[config.mk]
export PLATFORM = sky130hd
export DESIGN_NAME = unified_mem_arbiter_flat
export DESIGN_NICKNAME = d
export VERILOG_FILES = /design/src/rtl/unified_mem_arbiter_pkg.sv /design/src/rtl/unified_mem_arbiter_if.sv /design/src/rtl/unified_mem_arbiter_rr_arb2.sv /design/src/rtl/unified_mem_arbiter.sv /design/src/flat_wrapper.sv
export SDC_FILE = /design/constraint.sdc
export NUM_CORES = 1
export LEC_CHECK = 0
export CORE_AREA = 2 2 107 109
export CTS_CLUSTER_SIZE = 24
export DETAILED_ROUTE_END_ITERATION = 10
export DIE_AREA = 0 0 109 111
export DONT_BUFFER_PORTS = 1
export GPL_TIMING_DRIVEN = 0
export PLACE_DENSITY_LB_ADDON = 0.3
export SLEW_MARGIN = 20
export SYNTH_ARGS = -nofsm -noshare
export SYNTH_HDL_FRONTEND = slang
export SYNTH_HIERARCHICAL = 1
export SYNTH_SLANG_ARGS = --single-unit
[constraint.sdc]
create_clock -name clk -period 1.8 [get_ports clk]
set_clock_uncertainty 0.15 [all_clocks]
set_input_delay 0.36 -clock clk [delete_from_list [all_inputs] [get_ports clk]]
set_output_delay 0.36 -clock clk [all_outputs]
set_load 0.03 [all_outputs]
[src/rtl/unified_mem_arbiter_pkg.sv]
// Shared types and constants for the unified instruction/data memory arbiter.
package mem_arb_pkg;

   typedef enum logic [1:0] {IDLE, ISSUE, WAIT, RESP} state_t;

   localparam logic REQ_IF = 1'b0;
   localparam logic REQ_D  = 1'b1;

   function automatic int unsigned cnt_width(input int unsigned lat);
      return $clog2(lat + 1);
   endfunction

endpackage

[src/rtl/unified_mem_arbiter_if.sv]
// Fetch, load/store and memory-macro signals of the unified memory arbiter.
interface mem_arb_if #(
   parameter int unsigned ADDR_W = 32,
   parameter int unsigned DATA_W = 32
);
   logic                  if_req_valid;
   logic                  if_req_ready;
   logic [ADDR_W-1:0]     if_addr;
   logic                  if_rsp_valid;
   logic [DATA_W-1:0]     if_rsp_data;

   logic                  d_req_valid;
   logic                  d_req_ready;
   logic                  d_we;
   logic [ADDR_W-1:0]     d_addr;
   logic [DATA_W-1:0]     d_wdata;
   logic [DATA_W/8-1:0]   d_be;
   logic                  d_rsp_valid;
   logic [DATA_W-1:0]     d_rsp_data;

   logic                  mem_en;
   logic                  mem_we;
   logic [ADDR_W-1:0]     mem_addr;
   logic [DATA_W-1:0]     mem_wdata;
   logic [DATA_W/8-1:0]   mem_be;
   logic [DATA_W-1:0]     mem_rdata;

   // Arbiter side.
   modport slave (
      input  if_req_valid, if_addr,
      output if_req_ready, if_rsp_valid, if_rsp_data,
      input  d_req_valid, d_we, d_addr, d_wdata, d_be,
      output d_req_ready, d_rsp_valid, d_rsp_data,
      output mem_en, mem_we, mem_addr, mem_wdata, mem_be,
      input  mem_rdata
   );

   // Requesters and memory macro side.
   modport master (
      output if_req_valid, if_addr,
      input  if_req_ready, if_rsp_valid, if_rsp_data,
      output d_req_valid, d_we, d_addr, d_wdata, d_be,
      input  d_req_ready, d_rsp_valid, d_rsp_data,
      input  mem_en, mem_we, mem_addr, mem_wdata, mem_be,
      output mem_rdata
   );

endinterface

[src/rtl/unified_mem_arbiter_rr_arb2.sv]
// Two-input round-robin grant; the last winner only moves on an accepted request.
module rr_arb2
   import mem_arb_pkg::*;
(
   input  logic       clk,
   input  logic       rst_n,
   input  logic [1:0] req_i,
   input  logic       hs_i,
   output logic [1:0] gnt_o
);

   logic last_q;
   logic last_d;

   always_comb begin
      gnt_o = '0;
      case (req_i)
         2'b01:   gnt_o = 2'b01;
         2'b10:   gnt_o = 2'b10;
         2'b11:   gnt_o = (last_q == REQ_D) ? 2'b01 : 2'b10;
         default: gnt_o = '0;
      endcase
   end

   always_comb begin
      last_d = last_q;
      if (hs_i) last_d = gnt_o[1] ? REQ_D : REQ_IF;
   end

   always_ff @(posedge clk or negedge rst_n) begin
      if (!rst_n) last_q <= REQ_D;
      else        last_q <= last_d;
   end

endmodule

[src/rtl/unified_mem_arbiter.sv]
// Shares one fixed-latency single-port RAM between instruction fetch and load/store,
// one transaction at a time with round-robin arbitration.
module unified_mem_arbiter
   import mem_arb_pkg::*;
#(
   parameter int unsigned ADDR_W  = 32,
   parameter int unsigned DATA_W  = 32,
   parameter int unsigned MEM_LAT = 1
) (
   input logic        clk,
   input logic        rst_n,
   mem_arb_if.slave   bus
);

   localparam int unsigned          CNT_W    = cnt_width(MEM_LAT);
   localparam logic [CNT_W-1:0]     CNT_LOAD = CNT_W'(MEM_LAT - 1);
   localparam logic [CNT_W-1:0]     CNT_ONE  = CNT_W'(1);

   state_t                 state_q;
   logic                   owner_q;
   logic                   we_q;
   logic [CNT_W-1:0]       cnt_q;
   logic                   mem_en_q;
   logic                   mem_we_q;
   logic [ADDR_W-1:0]      mem_addr_q;
   logic [DATA_W-1:0]      mem_wdata_q;
   logic [DATA_W/8-1:0]    mem_be_q;
   logic                   if_rsp_valid_q;
   logic                   d_rsp_valid_q;

   logic [1:0] req;
   logic [1:0] gnt;
   logic       idle;
   logic       hs;
   logic       sel_d;

   assign req   = {bus.d_req_valid, bus.if_req_valid};
   // Ready is gated by rst_n so every output reads 0 while reset is held.
   assign idle  = rst_n && (state_q == IDLE);
   assign hs    = idle && (req != 2'b00);
   assign sel_d = gnt[REQ_D];

   rr_arb2 u_arb (
      .clk   (clk),
      .rst_n (rst_n),
      .req_i (req),
      .hs_i  (hs),
      .gnt_o (gnt)
   );

   assign bus.if_req_ready = idle && gnt[REQ_IF];
   assign bus.d_req_ready  = idle && gnt[REQ_D];
   assign bus.if_rsp_valid = if_rsp_valid_q;
   assign bus.d_rsp_valid  = d_rsp_valid_q;
   assign bus.if_rsp_data  = if_rsp_valid_q ? bus.mem_rdata : '0;
   assign bus.d_rsp_data   = (d_rsp_valid_q && !we_q) ? bus.mem_rdata : '0;
   assign bus.mem_en       = mem_en_q;
   assign bus.mem_we       = mem_we_q;
   assign bus.mem_addr     = mem_addr_q;
   assign bus.mem_wdata    = mem_wdata_q;
   assign bus.mem_be       = mem_be_q;

   // Memory-side registers double as the request latches; they hold only during ISSUE.
   always_ff @(posedge clk or negedge rst_n) begin
      if (!rst_n) begin
         state_q        <= IDLE;
         owner_q        <= REQ_IF;
         we_q           <= 1'b0;
         cnt_q          <= '0;
         mem_en_q       <= 1'b0;
         mem_we_q       <= 1'b0;
         mem_addr_q     <= '0;
         mem_wdata_q    <= '0;
         mem_be_q       <= '0;
         if_rsp_valid_q <= 1'b0;
         d_rsp_valid_q  <= 1'b0;
      end else begin
         mem_en_q       <= 1'b0;
         mem_we_q       <= 1'b0;
         mem_addr_q     <= '0;
         mem_wdata_q    <= '0;
         mem_be_q       <= '0;
         if_rsp_valid_q <= 1'b0;
         d_rsp_valid_q  <= 1'b0;
         case (state_q)
            IDLE: begin
               if (hs) begin
                  owner_q     <= sel_d;
                  we_q        <= sel_d && bus.d_we;
                  mem_en_q    <= 1'b1;
                  mem_we_q    <= sel_d && bus.d_we;
                  mem_addr_q  <= sel_d ? bus.d_addr  : bus.if_addr;
                  mem_wdata_q <= sel_d ? bus.d_wdata : '0;
                  mem_be_q    <= sel_d ? bus.d_be    : '0;
                  state_q     <= ISSUE;
               end
            end
            ISSUE: begin
               if (MEM_LAT == 1) begin
                  state_q        <= RESP;
                  if_rsp_valid_q <= (owner_q == REQ_IF);
                  d_rsp_valid_q  <= (owner_q == REQ_D);
               end else begin
                  state_q <= WAIT;
                  cnt_q   <= CNT_LOAD;
               end
            end
            WAIT: begin
               cnt_q <= cnt_q - CNT_ONE;
               if (cnt_q == CNT_ONE) begin
                  state_q        <= RESP;
                  if_rsp_valid_q <= (owner_q == REQ_IF);
                  d_rsp_valid_q  <= (owner_q == REQ_D);
               end
            end
            RESP:    state_q <= IDLE;
            default: state_q <= IDLE;
         endcase
      end
   end

endmodule
[src/flat_wrapper.sv]
// flat-port wrapper written by rule: the top's interface ports become plain ports
module unified_mem_arbiter_flat import mem_arb_pkg::*;
#(
   parameter int unsigned ADDR_W  = 32,
   parameter int unsigned DATA_W  = 32,
   parameter int unsigned MEM_LAT = 1
)
  (clk, rst_n, bus_if_req_valid, bus_if_addr, bus_if_req_ready, bus_if_rsp_valid, bus_if_rsp_data, bus_d_req_valid, bus_d_we, bus_d_addr, bus_d_wdata, bus_d_be, bus_d_req_ready, bus_d_rsp_valid, bus_d_rsp_data, bus_mem_en, bus_mem_we, bus_mem_addr, bus_mem_wdata, bus_mem_be, bus_mem_rdata);
  mem_arb_if #(.ADDR_W(ADDR_W), .DATA_W(DATA_W)) bus_i ();
  input logic clk;
  input logic rst_n;
  input wire logic [$bits(bus_i.if_req_valid)-1:0] bus_if_req_valid;
  input wire logic [$bits(bus_i.if_addr)-1:0] bus_if_addr;
  output wire logic [$bits(bus_i.if_req_ready)-1:0] bus_if_req_ready;
  output wire logic [$bits(bus_i.if_rsp_valid)-1:0] bus_if_rsp_valid;
  output wire logic [$bits(bus_i.if_rsp_data)-1:0] bus_if_rsp_data;
  input wire logic [$bits(bus_i.d_req_valid)-1:0] bus_d_req_valid;
  input wire logic [$bits(bus_i.d_we)-1:0] bus_d_we;
  input wire logic [$bits(bus_i.d_addr)-1:0] bus_d_addr;
  input wire logic [$bits(bus_i.d_wdata)-1:0] bus_d_wdata;
  input wire logic [$bits(bus_i.d_be)-1:0] bus_d_be;
  output wire logic [$bits(bus_i.d_req_ready)-1:0] bus_d_req_ready;
  output wire logic [$bits(bus_i.d_rsp_valid)-1:0] bus_d_rsp_valid;
  output wire logic [$bits(bus_i.d_rsp_data)-1:0] bus_d_rsp_data;
  output wire logic [$bits(bus_i.mem_en)-1:0] bus_mem_en;
  output wire logic [$bits(bus_i.mem_we)-1:0] bus_mem_we;
  output wire logic [$bits(bus_i.mem_addr)-1:0] bus_mem_addr;
  output wire logic [$bits(bus_i.mem_wdata)-1:0] bus_mem_wdata;
  output wire logic [$bits(bus_i.mem_be)-1:0] bus_mem_be;
  input wire logic [$bits(bus_i.mem_rdata)-1:0] bus_mem_rdata;
  assign bus_i.if_req_valid = bus_if_req_valid;
  assign bus_i.if_addr = bus_if_addr;
  assign bus_if_req_ready = bus_i.if_req_ready;
  assign bus_if_rsp_valid = bus_i.if_rsp_valid;
  assign bus_if_rsp_data = bus_i.if_rsp_data;
  assign bus_i.d_req_valid = bus_d_req_valid;
  assign bus_i.d_we = bus_d_we;
  assign bus_i.d_addr = bus_d_addr;
  assign bus_i.d_wdata = bus_d_wdata;
  assign bus_i.d_be = bus_d_be;
  assign bus_d_req_ready = bus_i.d_req_ready;
  assign bus_d_rsp_valid = bus_i.d_rsp_valid;
  assign bus_d_rsp_data = bus_i.d_rsp_data;
  assign bus_mem_en = bus_i.mem_en;
  assign bus_mem_we = bus_i.mem_we;
  assign bus_mem_addr = bus_i.mem_addr;
  assign bus_mem_wdata = bus_i.mem_wdata;
  assign bus_mem_be = bus_i.mem_be;
  assign bus_i.mem_rdata = bus_mem_rdata;
  unified_mem_arbiter #(.ADDR_W(ADDR_W), .DATA_W(DATA_W), .MEM_LAT(MEM_LAT)) u_core (.clk(clk), .rst_n(rst_n), .bus(bus_i));
endmodule
After elaboration in Yosys (flattened, before gate mapping)
Cells that the tools add are included.
{"block": "totals", "ff_bits": 78, "out_inout_bits": 138, "wordCells": 58}
{"block": "op_classes", "n_addsub": 1, "n_eq_ne": 8, "muxes": 25, "bitwise": 1, "n_reduce_logical": 11}
{"cell": "32-bit 2-to-1 mux", "n": 8}
{"cell": "4-bit 2-to-1 mux", "n": 3}
{"cell": "2-bit equality test (second input constant)", "n": 4}
{"cell": "2-bit one-hot mux with 4 select lines", "n": 1}
{"cell": "1-bit 2-to-1 mux", "n": 7}
{"cell": "1-bit logical AND", "n": 6}
{"cell": "2-bit 2-to-1 mux", "n": 3}
{"cell": "2-bit one-hot mux with 3 select lines", "n": 1}
{"cell": "2-bit by 1-bit equality test with 1-bit output (second input constant)", "n": 2}
{"cell": "2-bit by 1-bit != test with 1-bit output (second input constant)", "n": 2}
{"cell": "1-bit one-hot mux with 2 select lines", "n": 2}
{"cell": "2-bit AND reduction", "n": 2}
{"cell": "2-bit zero test", "n": 1}
{"cell": "2-bit nonzero test", "n": 1}
{"cell": "1-bit zero test", "n": 1}
{"cell": "1-bit inverter", "n": 1}
{"cell": "1-bit subtractor (second input constant)", "n": 1}

Longest topological paths before layout
Gate-level depths: netlist of run 1.
{"block": "logic_depth", "depth_word": 5, "ltp_mapped": 8, "ltp_nobuf": 6}

Hierarchy
The synthesis of run 1 kept the hierarchy.
{"module": "unified_mem_arbiter", "instances": 1, "cells_per_inst": 288, "area_each_um2": 3288.2}
{"module": "rr_arb2", "instances": 1, "cells_per_inst": 5, "area_each_um2": 63.8}

Worst setup path after synthesis of run 1
Ideal clock, no wire load.
{"block": "synth_path", "path_type": "register to output", "start": "register u_core.d_rsp_valid_q (netlist: u_core/bus.d_rsp_valid)", "end": "output port bus_d_rsp_data[10]", "arrival_time_ps": 1286, "required_ps": 1290, "slack_ps": 4, "stages_incl_launch_ff": 4, "path_cell_list": "dfrtp_1 -> nor2b_1 -> clkbuf_1 -> and2_1"}
{"block": "synth_between", "elab_chain_cells": 2}
{"element": "start: declaration", "line": "unified_mem_arbiter.sv:29", "text": "logic d_rsp_valid_q;"}
{"element": "start signal: assignment", "line": "unified_mem_arbiter.sv:102", "text": "d_rsp_valid_q <= (owner_q == REQ_D);"}
{"element": "start signal: assignment", "line": "unified_mem_arbiter.sv:113", "text": "d_rsp_valid_q <= (owner_q == REQ_D);"}
{"element": "1-bit logical AND", "line": "unified_mem_arbiter.sv:56", "text": "assign bus.d_rsp_data = (d_rsp_valid_q && !we_q) ? bus.mem_rdata : '0;"}
{"element": "32-bit 2-to-1 mux", "line": "unified_mem_arbiter.sv:56"}
{"element": "end: declaration", "line": "flat_wrapper.sv:24", "text": "output wire logic [$bits(bus_i.d_rsp_data)-1:0] bus_d_rsp_data;"}
No other way between the ends.

Worst setup path in the final report of run 1
{"block": "layout_path", "start": "register u_core.d_rsp_valid_q (netlist: u_core/bus.d_rsp_valid)", "end": "output port bus_d_rsp_data[16]"}
The elaborated chain is that of the path after synthesis.

==> flow_summary.ini, run 1 <==
[setup_path]
critPathArrivalTime_ns = 1.44
ff2ff_path_depth = 5
rrSetupSlack_ns = 0.12
path_max_fanout = 8
startpoint_type = register
path_class = reg -> out
reg2reg_to = u_core/bus.mem_addr[31]
worstReg2RegStart = u_core/u_arb/last_q
required_ns = 1.29
startpoint = u_core/bus.d_rsp_valid
endpoint_kind = primary output

[logic_synthesis]
yosys_warnings = 6
ys_seq_area_share_pct = 58.3
ys_types = 26
syn_inst = 293
avgSynthCellArea_um2 = 11.4
synth-seq-cells = 78
syn-num-nets = 434
syn-cell-area_mm2 = 0.00335

[power]
power.density_mw_per_mm2 = 1390
p_total_w = 0.00597
ir_drop_mv = 0.508
leakage_nw = 2.25

[placed_design]
hpwl_mm = 7.26
gp_congestion = 0.840
io_buffers = 0

[clocking]
cts.path.max_buffers = 2
cts-root-buf = clkbuf_16
clk_pin_slew_worst_paths_ns = 0.06
cts_max_level = 3
clock_latency_ns = 0.33
cts_tree = built
cts_sinks = 78
numCtsBuffers = 9

[sta]
tns_ns = -4.85
fin_crit_ns = 1.95
maxSlewViolCount = 0
rsz0062_at_grt = yes
setup_viol = 39
worst_pin_slew_ns = 0.459
hold_slack_ns = -0.429
finalWorstSetupSlack_ns = -0.149
period_share_pct = 108
slew_headroom_pct = 69.4
finalHoldViolations = 78
fmax_ghz = 0.513

[detailed_routing]
via_per_inst = 4.91
wirelength_mm = 9.74
wl_per_cell_um = 20.9
num_vias = 2283
antenna_left = 0
first_pass_iters = 4
drc = 0
drtIter0Drc = 107

[die]
ioPinCount = 275
die_x_um = 109
row_count = 39
die_height_um = 111
fp.dieArea_mm2 = 0.0121
start_util_pct = 30.3
coreArea_mm2 = 0.0111

[layout]
final_layout_size_suffix_gt1_share_pct = 37.8
multi_input_area_mm2 = 0.00149
seq_area_mm2 = 0.00196
nNetsFinal = 456
nFillCells = 1061
synthToLayoutAreaGrowth_pct = 28.1

[worst_hold_path]
hp-class = in -> async

[grt]
grt_pass1_wl_mm = 13.7
grt_usage_pct = 15.8
grt_pass1_vias = 2430
antenna_found_initial = 2
grt-ovfl-total = 0
grt_max_degree = 83

[status]
violations = hold timing, setup timing
outcome = finished, violations left

[run]
cap_violations = 0
## state kept, by name, summed over array words and instances (netlist names)
name and flops:
u_core/bus.mem_we 1, u_core/bus.mem_en 1, u_core/owner_q 1, u_core/bus.d_rsp_valid 1, u_core/bus.if_rsp_valid 1, u_core/we_q 1, u_core/cnt_q 1, u_core/state_q 2
u_core/bus.mem_be 4, u_core/u_arb/last_q 1, u_core/bus.mem_addr 32, u_core/bus.mem_wdata 32
## worst max-delay path by stage
stage | endpoint | slack (ns)
2_1_floorplan | bus_d_rsp_data[10] | 0.004
3_5_place_dp | bus_d_rsp_data[19] | -0.34
4_1_cts | bus_d_rsp_data[19] | -0.18
6_report | bus_d_rsp_data[16] | -0.15
5_1_grt | bus_d_rsp_data[16] | -0.21
3_3_place_gp | bus_d_req_ready | -0.33
## layer usage
metal | share of wire [%] | GRT usage [%]
met1 | 30 | 14.7
met4 | 2.7 | 6.75
met5 | 0.13 | 0
met2 | 57 | 29.5
met3 | 10 | 6.17
## stage by stage
step / setup slack [ns] / cell area [um^2] / util, % / std cells
5_1_grt: -0.206 / 4290 / 38.7 / 463
3_3_place_gp: -0.332 / 3530 / 31.9 / 436
6_report: -0.149 / 4300 / 38.8 / 465
3_5_place_dp: -0.340 / 3530 / 31.9 / 436
2_1_floorplan: 0.00423 / 3350 / - / 293
4_1_cts: -0.180 / 4230 / 38.2 / 463
## cell type report
cell class | count | share of cell area, %
Tap cell | 143 | 4.17
Multi-Input combinational cell | 189 | 34.6
Timing Repair Buffer | 13 | 3.93
Antenna cell | 2 | 0.117
Inverter | 5 | 0.437
Sequential cell | 78 | 45.6
Clock inverter | 6 | 1.60
Buffer | 19 | 4.22
Clock buffer | 10 | 5.33
## power breakdown
group | switching (W) | total [W] | internal, W
clock | 0.000710 | 0.00179 | 0.00108
combinational | 0.00101 | 0.00185 | 0.000839
sequential | 0.000382 | 0.00233 | 0.00195
total | 0.00210 | 0.00597 | 0.00387
## Yosys cell counts (all sizes together)
cell type	count	area share, %
a21oi	2	0.30
inv	5	0.56
nor3b	1	0.22
a21o	1	0.22
nor2	32	3.6
a21boi	2	0.56
mux2	2	0.78
nor2b	2	0.37
and3	39	7.4
o21ai	1	0.15
dfstp	1	0.78
and2	64	12
dfrtp	77	57
xor2	1	0.26
clkbuf	15	1.7
and3b	1	0.26
o211ai	1	0.63
nand2	3	0.34
ha	4	1.5
mux2i	33	9.9
buf	6	1.1
## placed cells by master, fill, tap and decap left out, types with 3 or more instances in the layout
cell / instances
nand2_1: 3
inv_2: 3
clkbuf_4: 3
clkbuf_16: 11
and3_4: 3
buf_8: 11
nor2_1: 32
and2_4: 62
and3_1: 36
dfrtp_1: 75
buf_4: 5
ha_1: 3
mux2i_1: 33
clkbuf_1: 7
## timing repair
action                                  in CTS  in global routing
buffers inserted                             6                  1
endpoints found under the setup margin     103                 95
cloned                                       5                  1
endpoints found under the hold margin       78                 78
gates resized for setup                    165                 28
pin swaps                                   48                 27
## cells by family after synthesis
| group | share of synthesized area [%] |
|---|---|
| adders and majority gates | 1.49 |
| xor gates and xnor gates | 0.261 |
| buffers and inverters | 3.32 |
| and+or+nand+nor | 24.2 |
| muxes | 10.6 |
| DFF | 58.3 |
| AOI/OAI and AO/OA | 1.87 |
## worst max-delay path: stages (launching register included)
cell	delay, ns
dfrtp_2	0.46
nor2b_4	0.19
buf_12	0.15
buf_8	0.12
and2_4	0.19
(Power assumes the default switching activity.)
==> inputs of run 2 (changes only) <==
--- a/config.mk
+++ b/config.mk
@@ -5,6 +5,7 @@
 export SDC_FILE = /design/constraint.sdc
 export NUM_CORES = 1
 export LEC_CHECK = 0
+export ABC_CLOCK_PERIOD_IN_PS = 1800
 export CORE_AREA = 2 2 107 109
 export CTS_CLUSTER_SIZE = 24
 export DETAILED_ROUTE_END_ITERATION = 10
@@ -15,5 +16,4 @@
 export SLEW_MARGIN = 20
 export SYNTH_ARGS = -nofsm -noshare
 export SYNTH_HDL_FRONTEND = slang
-export SYNTH_HIERARCHICAL = 1
 export SYNTH_SLANG_ARGS = --single-unit
==> run 2 against run 1 <==
Net effect: the run still ends with hold timing, setup timing left; synthesized cell count is 10% higher; area after synthesis decreased by 1.3%; register-to-register slack lost 0.03 ns; core utilization grew 4.0 points; final cell count up 16%; largest power group unchanged; largest cell class unchanged; hold slack better by 0.0014 ns.
==> flow_summary.ini, run 2 <==
[layout]
final_layout_size_suffix_gt1_share_pct = 30.7
antenna_cells = 0
synthToLayoutAreaGrowth_pct = 43.4
post-route-util_pct = 42.8
layout_commonest_cell = dfrtp_1
layout_common_cells = dfrtp_1, nand2_1, and2_4
nNetsFinal = 534
final_cell_area_mm2 = 0.00474

[placed_design]
hpwl_mm = 6.54
dpl_cell_area_mm2 = 0.00349
gp_congestion = 0.684
io_buffers = 0

[power]
p_total_w = 0.00610
leakage_nw = 2.31
power.density_mw_per_mm2 = 1290
ir_drop_mv = 0.444

[setup_path]
path_class = reg -> out
startpoint_type = register
cp_cell_sequence = nor2b_4 -> clkbuf_8 -> and2_4
required_ns = 1.29
endpoint_kind = primary output
crit_family = flip-flops
max_stage_delay_ns = 0.46
path_max_fanout = 10
critPathArrivalTime_ns = 1.43
cp_slowest_cell = dfrtp_2
cp_num_buf_inv = 1

[detailed_routing]
drtIter0Drc = 100
num_vias = 2535
wirelength_mm = 9.23
first_pass_iters = 4
via_per_inst = 4.69
antenna_left = 0
wl_per_cell_um = 17.1
drc = 0

[grt]
grt_pass1_wl_mm = 13.6
grt_pass1_vias = 2581
antenna_found_initial = 0
grt-ovfl-total = 0
grt_usage_pct = 15.0
grt_max_degree = 83

[logic_synthesis]
synth-edff-count = 0
synth-simple-area-share_pct = 27.8
synthMuxAreaShare_pct = 0.643
post-synth-top-count-cell = and2_1
synth_ff_type = dfrtp_1
synth_compound_area_share_pct = 7.15
synth_area_leaders = dfrtp_1, and2_1, nand2_1, a21oi_1, ha_1
synth_async_sr_flop_share_pct = 100
yosys_warnings = 0
synthXorXnorAreaFrac_pct = 0.265
synth_top_area_share_pct = 58.3
synth-adder-area-share_pct = 1.51
synth_largest_area_cell = dfrtp_1
synth_top_family_by_area = simple AND/OR/NAND/NOR gates
ys_types = 25
syn-num-nets = 464
synthTopCellsByCount = and2_1, dfrtp_1, nand2_1, a21oi_1, clkbuf_1
ys_seq_area_share_pct = 59.1
synth-seq-cells = 78
syn_inst = 323
avgSynthCellArea_um2 = 10.2
syn-cell-area_mm2 = 0.00331

[status]
violations = hold timing, setup timing
outcome = finished, violations left

[die]
die_height_um = 111
row_count = 39
die_x_um = 109
ioPinCount = 275
fp.dieArea_mm2 = 0.0121
start_util_pct = 29.9
coreArea_mm2 = 0.0111

[sta]
finalWorstSetupSlack_ns = -0.142
fin_crit_ns = 1.94
maxSlewViolCount = 0
setup_viol = 34
tns_ns = -4.13
period_share_pct = 108
fmax_ghz = 0.515
worst_pin_slew_ns = 0.414
hold_slack_ns = -0.428
slew_headroom_pct = 72.4
rsz0062_at_grt = yes
finalHoldViolations = 78

[clocking]
cts.path.max_buffers = 2
cts-root-buf = clkbuf_16
clock_latency_ns = 0.33
cts_tree = built
hold_buffers = 50
cts_sinks = 78
cts_max_level = 3
numCtsBuffers = 9
clk_pin_slew_worst_paths_ns = 0.06

[run]
cap_violations = 0

[worst_hold_path]
hp-class = in -> async
[run 2: cell families after synthesis]
group,after synthesis
multiplexers,2
adder cells (fa/ha/maj),4
XOR/XNOR,1
flip-flops,78
AO/OA/AOI/OAI,42
AND/OR/NAND/NOR,172
buffers and inverters,24
[run 2: path summary, 6_finish.rpt]
check	startpoint	endpoint	slack (ns)	cells after the start
setup / recovery	u_core.bus.d_rsp_valid	bus_d_rsp_data[22]	-0.14	3
min in group clk	bus_d_addr[25]	u_core.bus.mem_addr[25]	0.01	2
hold / removal	rst_n	u_core.bus.mem_wdata[28]	-0.43	0
setup reg to reg	u_core.u_arb.last_q	u_core.we_q	0.09	6
max in group asynchronous	rst_n	u_core.u_arb.last_q	1.72	0
hold reg to reg	u_core.owner_q	u_core.bus.if_rsp_valid	0.32	1
[run 2: area by class of cell]
type,instances,area (um^2)
Clock buffer,10,229
Inverter,4,15.0
Buffer,19,169
Tap cell,143,179
Clock inverter,6,93.8
Fill cell,1001,6330
Sequential cell,78,1960
Multi-Input combinational cell,221,1460
Timing Repair Buffer,60,636
[run 2: per-layer routing]
layer  track usage [%]  up-vias  part of all wire, %  wire length, um
li1                  -     1147                    -                -
met4              5.81        0                  1.8              162
met2              27.6      158                   57             5220
met3              5.58       15                  9.1              842
met5                 0        -                    0                0
met1              14.9     1215                   33             3000
[run 2: worst register-to-register path: cells and delay by family, from the launching register on]
kind / cells / cell delay, ns
compound gates: 2 / 0.41
simple gates: 1 / 0.06
buf+inv: 3 / 0.41
flops: 1 / 0.56
[run 2: what timing repair did]
action / CTS / global route
pin swaps: 3 / 0
setup buffers: 7 / 0
resized for setup: 158 / 12
endpoints found under the hold margin: 124 / 78
endpoints found under the setup margin: 66 / 91
cloned: 1 / 2
[run 2: where the power goes]
group,total [W],switching (W),internal (W)
registers,0.00233,0.000379,0.00195
logic,0.00183,0.00100,0.000824
clock network,0.00195,0.000719,0.00123
total,0.00610,0.00210,0.00400
[run 2: stage by stage]
stage	std cells	worst slack [ns]
floorplan	323	0.00423
global placement	466	-0.240
detailed placement	466	-0.260
CTS	539	-0.166
global route	541	-0.210
finish	541	-0.142
